===== src/rtl/timer_pkg.sv =====
// Shared types for the multi-mode timer.
//   timer_mode_t  : start-mode encoding as seen on i_mode
//   timer_state_t : controller state encoding
package timer_pkg;

    localparam int MODE_W  = 2;
    localparam int STATE_W = 2;

    typedef enum logic [MODE_W-1:0] {
        MODE_SHORT  = 2'd0,
        MODE_LONG   = 2'd1,
        MODE_CUSTOM = 2'd2,
        MODE_RSVD   = 2'd3
    } timer_mode_t;

    typedef enum logic [STATE_W-1:0] {
        IDLE = 2'd0,
        RUN  = 2'd1,
        DONE = 2'd2
    } timer_state_t;

endpackage


===== src/rtl/timer_down_cnt.sv =====
// Loadable down-counter.
//   clk, rst   : clock, synchronous active-high reset (count -> 0)
//   load       : load load_val (has priority over en)
//   load_val   : value loaded
//   en         : decrement by one; holds at zero
//   cnt        : current count
//   zero       : cnt == 0
module timer_down_cnt #(
    parameter int CNT_W = 8
) (
    input  logic             clk,
    input  logic             rst,
    input  logic             load,
    input  logic [CNT_W-1:0] load_val,
    input  logic             en,
    output logic [CNT_W-1:0] cnt,
    output logic             zero
);

    assign zero = (cnt == '0);

    always_ff @(posedge clk) begin
        if (rst) begin
            cnt <= '0;
        end else if (load) begin
            cnt <= load_val;
        end else if (en && !zero) begin
            cnt <= cnt - CNT_W'(1);
        end
    end

endmodule


===== src/rtl/multi_mode_timer.sv =====
// Multi-mode timer: counts SHORT_LEN, LONG_LEN or a run-time custom length,
// with busy / almost-done / done-pulse / sticky-done status and abort.
// Optional feature macro: MULTI_MODE_TIMER_PAUSE_EN adds i_pause, which
// freezes a run in progress.
//   clk, rst      : clock, synchronous active-high reset
//   i_pause       : (only with MULTI_MODE_TIMER_PAUSE_EN) hold the run
//   i_start       : start request
//   i_mode        : 0=SHORT, 1=LONG, 2=CUSTOM, 3=reserved (rejected)
//   i_custom_len  : custom length, sampled on the accept edge (0 acts as 1)
//   i_abort       : cancel a run / clear completed status
//   o_busy        : run in progress
//   almost_done   : run in progress and remaining count < ALMOST_MARGIN
//   done_FSM      : one-cycle completion pulse
//   done_counter  : sticky completion status
//   o_err         : one-cycle pulse on a rejected start
//   o_count       : remaining count
module multi_mode_timer
    import timer_pkg::*;
#(
    parameter int CNT_W         = 8,
    parameter int SHORT_LEN     = 16,
    parameter int LONG_LEN      = 64,
    parameter int ALMOST_MARGIN = 4
) (
    input  logic             clk,
    input  logic             rst,
`ifdef MULTI_MODE_TIMER_PAUSE_EN
    input  logic             i_pause,
`endif
    input  logic             i_start,
    input  logic [1:0]       i_mode,
    input  logic [CNT_W-1:0] i_custom_len,
    input  logic             i_abort,
    output logic             o_busy,
    output logic             almost_done,
    output logic             done_FSM,
    output logic             done_counter,
    output logic             o_err,
    output logic [CNT_W-1:0] o_count
);

    // Counter is loaded with len-1 so that the done edge is the len-th edge.
    localparam logic [CNT_W-1:0] SHORT_LOAD = CNT_W'(SHORT_LEN - 1);
    localparam logic [CNT_W-1:0] LONG_LOAD  = CNT_W'(LONG_LEN - 1);
    localparam logic [CNT_W:0]   ALMOST_THR = (CNT_W+1)'(ALMOST_MARGIN);

    timer_state_t     state_q, state_d;
    timer_mode_t      mode;
    logic             pause;
    logic             load, en, cnt_zero;
    logic [CNT_W-1:0] load_val, start_load, cnt;
    logic             done_fsm_d, done_cnt_d, err_d;

    assign mode = timer_mode_t'(i_mode);

`ifdef MULTI_MODE_TIMER_PAUSE_EN
    assign pause = i_pause;
`else
    assign pause = 1'b0;
`endif

    always_comb begin
        start_load = '0;
        case (mode)
            MODE_SHORT:  start_load = SHORT_LOAD;
            MODE_LONG:   start_load = LONG_LOAD;
            MODE_CUSTOM: start_load = (i_custom_len == '0) ? '0 : i_custom_len - CNT_W'(1);
            default:     start_load = '0;
        endcase
    end

    always_comb begin
        state_d    = state_q;
        load       = 1'b0;
        load_val   = '0;
        en         = 1'b0;
        done_fsm_d = 1'b0;
        done_cnt_d = done_counter;
        err_d      = 1'b0;
        case (state_q)
            RUN: begin
                if (i_abort) begin
                    state_d  = IDLE;
                    load     = 1'b1;
                    load_val = '0;
                end else if (!pause) begin
                    if (cnt_zero) begin
                        state_d    = DONE;
                        done_fsm_d = 1'b1;
                        done_cnt_d = 1'b1;
                    end else begin
                        en = 1'b1;
                    end
                end
            end
            // IDLE and DONE accept starts identically; unknown codes recover here too.
            default: begin
                if (i_abort) begin
                    state_d    = IDLE;
                    done_cnt_d = 1'b0;
                end else if (i_start) begin
                    if (mode == MODE_RSVD) begin
                        err_d = 1'b1;
                    end else begin
                        state_d    = RUN;
                        load       = 1'b1;
                        load_val   = start_load;
                        done_cnt_d = 1'b0;
                    end
                end
            end
        endcase
    end

    always_ff @(posedge clk) begin
        if (rst) begin
            state_q      <= IDLE;
            done_FSM     <= 1'b0;
            done_counter <= 1'b0;
            o_err        <= 1'b0;
        end else begin
            state_q      <= state_d;
            done_FSM     <= done_fsm_d;
            done_counter <= done_cnt_d;
            o_err        <= err_d;
        end
    end

    timer_down_cnt #(
        .CNT_W (CNT_W)
    ) u_cnt (
        .clk      (clk),
        .rst      (rst),
        .load     (load),
        .load_val (load_val),
        .en       (en),
        .cnt      (cnt),
        .zero     (cnt_zero)
    );

    // Status decoded from registered state/count only.
    assign o_busy      = (state_q == RUN);
    assign almost_done = (state_q == RUN) && ({1'b0, cnt} < ALMOST_THR);
    assign o_count     = cnt;

endmodule


===== config.mk =====
export PLATFORM = sky130hd
export DESIGN_NAME = multi_mode_timer
export DESIGN_NICKNAME = d
export VERILOG_FILES = /design/src/rtl/timer_pkg.sv /design/src/rtl/timer_down_cnt.sv /design/src/rtl/multi_mode_timer.sv
export SDC_FILE = /design/constraint.sdc
export NUM_CORES = 1
export LEC_CHECK = 0
export CORE_MARGIN = 1
export CORE_UTILIZATION = 42
export CTS_CLUSTER_DIAMETER = 150
export DETAILED_ROUTE_END_ITERATION = 12
export GPL_TIMING_DRIVEN = 0
export HOLD_SLACK_MARGIN = 0.05
export PLACE_DENSITY = 0.75
export SYNTH_ARGS = -nofsm -noshare
export SYNTH_HDL_FRONTEND = slang
export SYNTH_SLANG_ARGS = --single-unit

===== constraint.sdc =====
create_clock -name clk -period 1.5 [get_ports clk]
set_input_delay 0.225 -clock clk [delete_from_list [all_inputs] [get_ports clk]]
set_output_delay 0.225 -clock clk [all_outputs]
set_load 0.005 [all_outputs]

==> flow_summary.toml <==
[floorplanning]
dieArea_mm2 = 0.00241
initial_core_util_pct = 46.0
std_cell_rows = 16
die-width_um = 49.0
core_area_mm2 = 0.00202
dieHeight_um = 49.0
boundaryPins = 27

[route]
ant_nets = 0
vias = 1133
first_iter_violations = 52
viasPerCell = 5.99
drc_errors = 0
routed_wl_mm = 3.10
wl_per_cell_um = 16.4
firstDrtPassIters = 4

[logic_synthesis]
synthMuxAreaShare_pct = 1.08
yosysUniqueCellTypes = 41
synth_top_family_by_area = "simple AND/OR/NAND/NOR gates"
synth_ff_type = "dfxtp_1"
syn_nets = 139
syn_inst = 121
ys_top_cells_by_area = "dfxtp_1, a21oi_1, nor3_1"
synth_top_area_share_pct = 28.0
yosysTopAreaCell = "dfxtp_1"
synth_compound_area_share_pct = 25.3
ys_warn_count = 0
syn_area_per_cell_um2 = 7.68
yosysSeqAreaShare_pct = 28.0
yosys.area_share.adder_pct = 5.38
synth-seq-cells = 13
synth-xor-area-share_pct = 5.65
synth_area_um2 = 930
synth_edf_count = 0
synthSimpleGateAreaFrac_pct = 29.6
async_flop_share_pct = 0

[timing]
whs_ns = 0.337
max_slew_margin_pct = 65.6
maxSlewViolCount = 0
max_freq_mhz = 580
worst_slew_pin_slew_ns = 0.516
fin_crit_ns = 1.72
fin_crit_sh_pct = 115
setup_viol = 11
setup_tns_ns = -1.29
setup_ws_ns = -0.224
hold_violations = 0
rsz0062_at_grt = "yes"
fin_skew_ns = 0.00883

[cts]
cts_sinks = 13
cts_tree = "yes"
clockBufferDepth = 2
h-tree-depth = 1
cts_buffers = 3
root_buffer = "clkbuf_4"
clk_latency_ns = 0.29
cts.reportedPaths.clkPinSlew_ns = 0.09

[status]
failed_checks = "negative setup slack"
outcome = "finished with violations"

[layout]
layout_common_cells = "clkdlybuf4s50_1, buf_4, nor2_1, o21ai_0"
drive_gt1_share_pct = 40.1
multiInputGateArea_um2 = 825
final_cells = 189
area_growth_syn_to_layout_pct = 68.0
stdcell_area_mm2 = 0.00156
final_common_cell = "clkdlybuf4s50_1"
nNetsFinal = 181
seqCellArea_um2 = 285
n_antenna_cell = 0
fill_cells = 129

[grt]
gr-usage-all-layers_pct = 24.9
overflow = 0
grt_max_degree = 11
grt_pass1_vias = 1038
grt_pass1_wl_mm = 4.64
antenna_found_initial = 0

[power]
switching_power_uw = 429
pwr-share-seq_pct = 35.5
finalPower_mw = 1.17
p_int_uw = 746
peakVddDrop_mv = 0.669
pwr-share-clk_pct = 19.8
power.density_mw_per_mm2 = 752
switching_share_pct = 36.5
pwr-share-comb_pct = 44.8
leakage_nw = 0.611

[placement]
dpl_cell_area_mm2 = 0.00129
gp_congestion = 0.848
placed_cells_incl_taps = 174
dp_hpwl_mm = 1.95
portBuffers = 26

[setup_path]
start_kind = "flip-flop"
crit_fanout = 3
cp-end-kind = "output pin"
required_ns = 1.27
ff2ff_setup_slack_ns = -0.21
arrival_ns = 1.50
path_class = "reg -> out"

[min_path]
hp-class = "in -> reg"

[run]
drv_cap = 0
## final cells by class
| type | instances | area share, % |
|---|---|---|
| multi-input combinational | 96 | 52.8 |
| timing repair buffer | 38 | 21.7 |
| sequential | 13 | 18.3 |
| tap | 27 | 2.16 |
| inverter | 8 | 1.92 |
| clock buffer | 4 | 1.68 |
| buffer | 3 | 1.44 |
## worst max-delay path, cell delays in order, from the launching register on
cell and delay, ns:
dfxtp_4 0.36, or4_4 0.58, nor4_4 0.13, buf_2 0.14
## flip-flops by register name (all words and copies together), names as in the netlist
name	count
u_cnt.cnt	8
state_q	2
done_FSM	1
done_counter	1
o_err	1
## power by group through the flow
stage,clock network [mW],registers [mW],logic (mW)
floorplan,0,0.417,0.254
global placement,0,0.422,0.391
detailed placement,0,0.425,0.396
CTS,0.226,0.412,0.460
global route,0.247,0.421,0.564
finish,0.232,0.417,0.526
## cell usage after synthesis (2+ instances only)
master / number
o32ai_1: 2
nor4_1: 3
o21ai_0: 9
clkbuf_1: 3
dfxtp_1: 13
xnor2_1: 5
or4_1: 2
nor3b_1: 2
a211oi_1: 2
nor3_1: 11
nand2b_1: 3
inv_1: 8
nand2_1: 5
nand3_1: 2
a21oi_1: 12
nand4_1: 2
nor2_1: 10
ha_1: 4
## path summary, 6_finish.rpt
kind | end | start | cells after the start
setup / recovery | almost_done | u_cnt.cnt[3] | 3
hold / removal | state_q[1] | i_start | 4
setup reg to reg | u_cnt.cnt[7] | u_cnt.cnt[3] | 4
hold reg to reg | state_q[1] | state_q[1] | 2
## through the flow
step / util (%) / worst slack, ns
after floorplan: - / -0.113
after global placement: 63.8 / -0.764
after detailed placement: 63.8 / -0.801
after CTS: 72.8 / -0.210
after global routing: 77.2 / -0.293
final: 77.2 / -0.224
## metal layers
layer / global-route usage (%) / share of wire, %
met1: 30.1 / 43
met2: 44.0 / 50
met3: 1.87 / 5.3
met4: 12.7 / 2.0
met5: 0 / 0
## repair_timing
action                     CTS  global route
setup endpoints to repair   17            18
setup buffers                8             4
pin swaps                    9             6
hold buffers                 0             0
resized for setup           54            19
## cells by family after synthesis
| logic type | Yosys count |
|---|---|
| flip-flops | 13 |
| adder cells (fa/ha/maj) | 4 |
| AND/OR/NAND/NOR | 49 |
| AO/OA/AOI/OAI | 36 |
| buffers and inverters | 12 |
| XOR/XNOR | 6 |
| multiplexers | 1 |
Note: power is estimated with default switching activity, not from simulation.
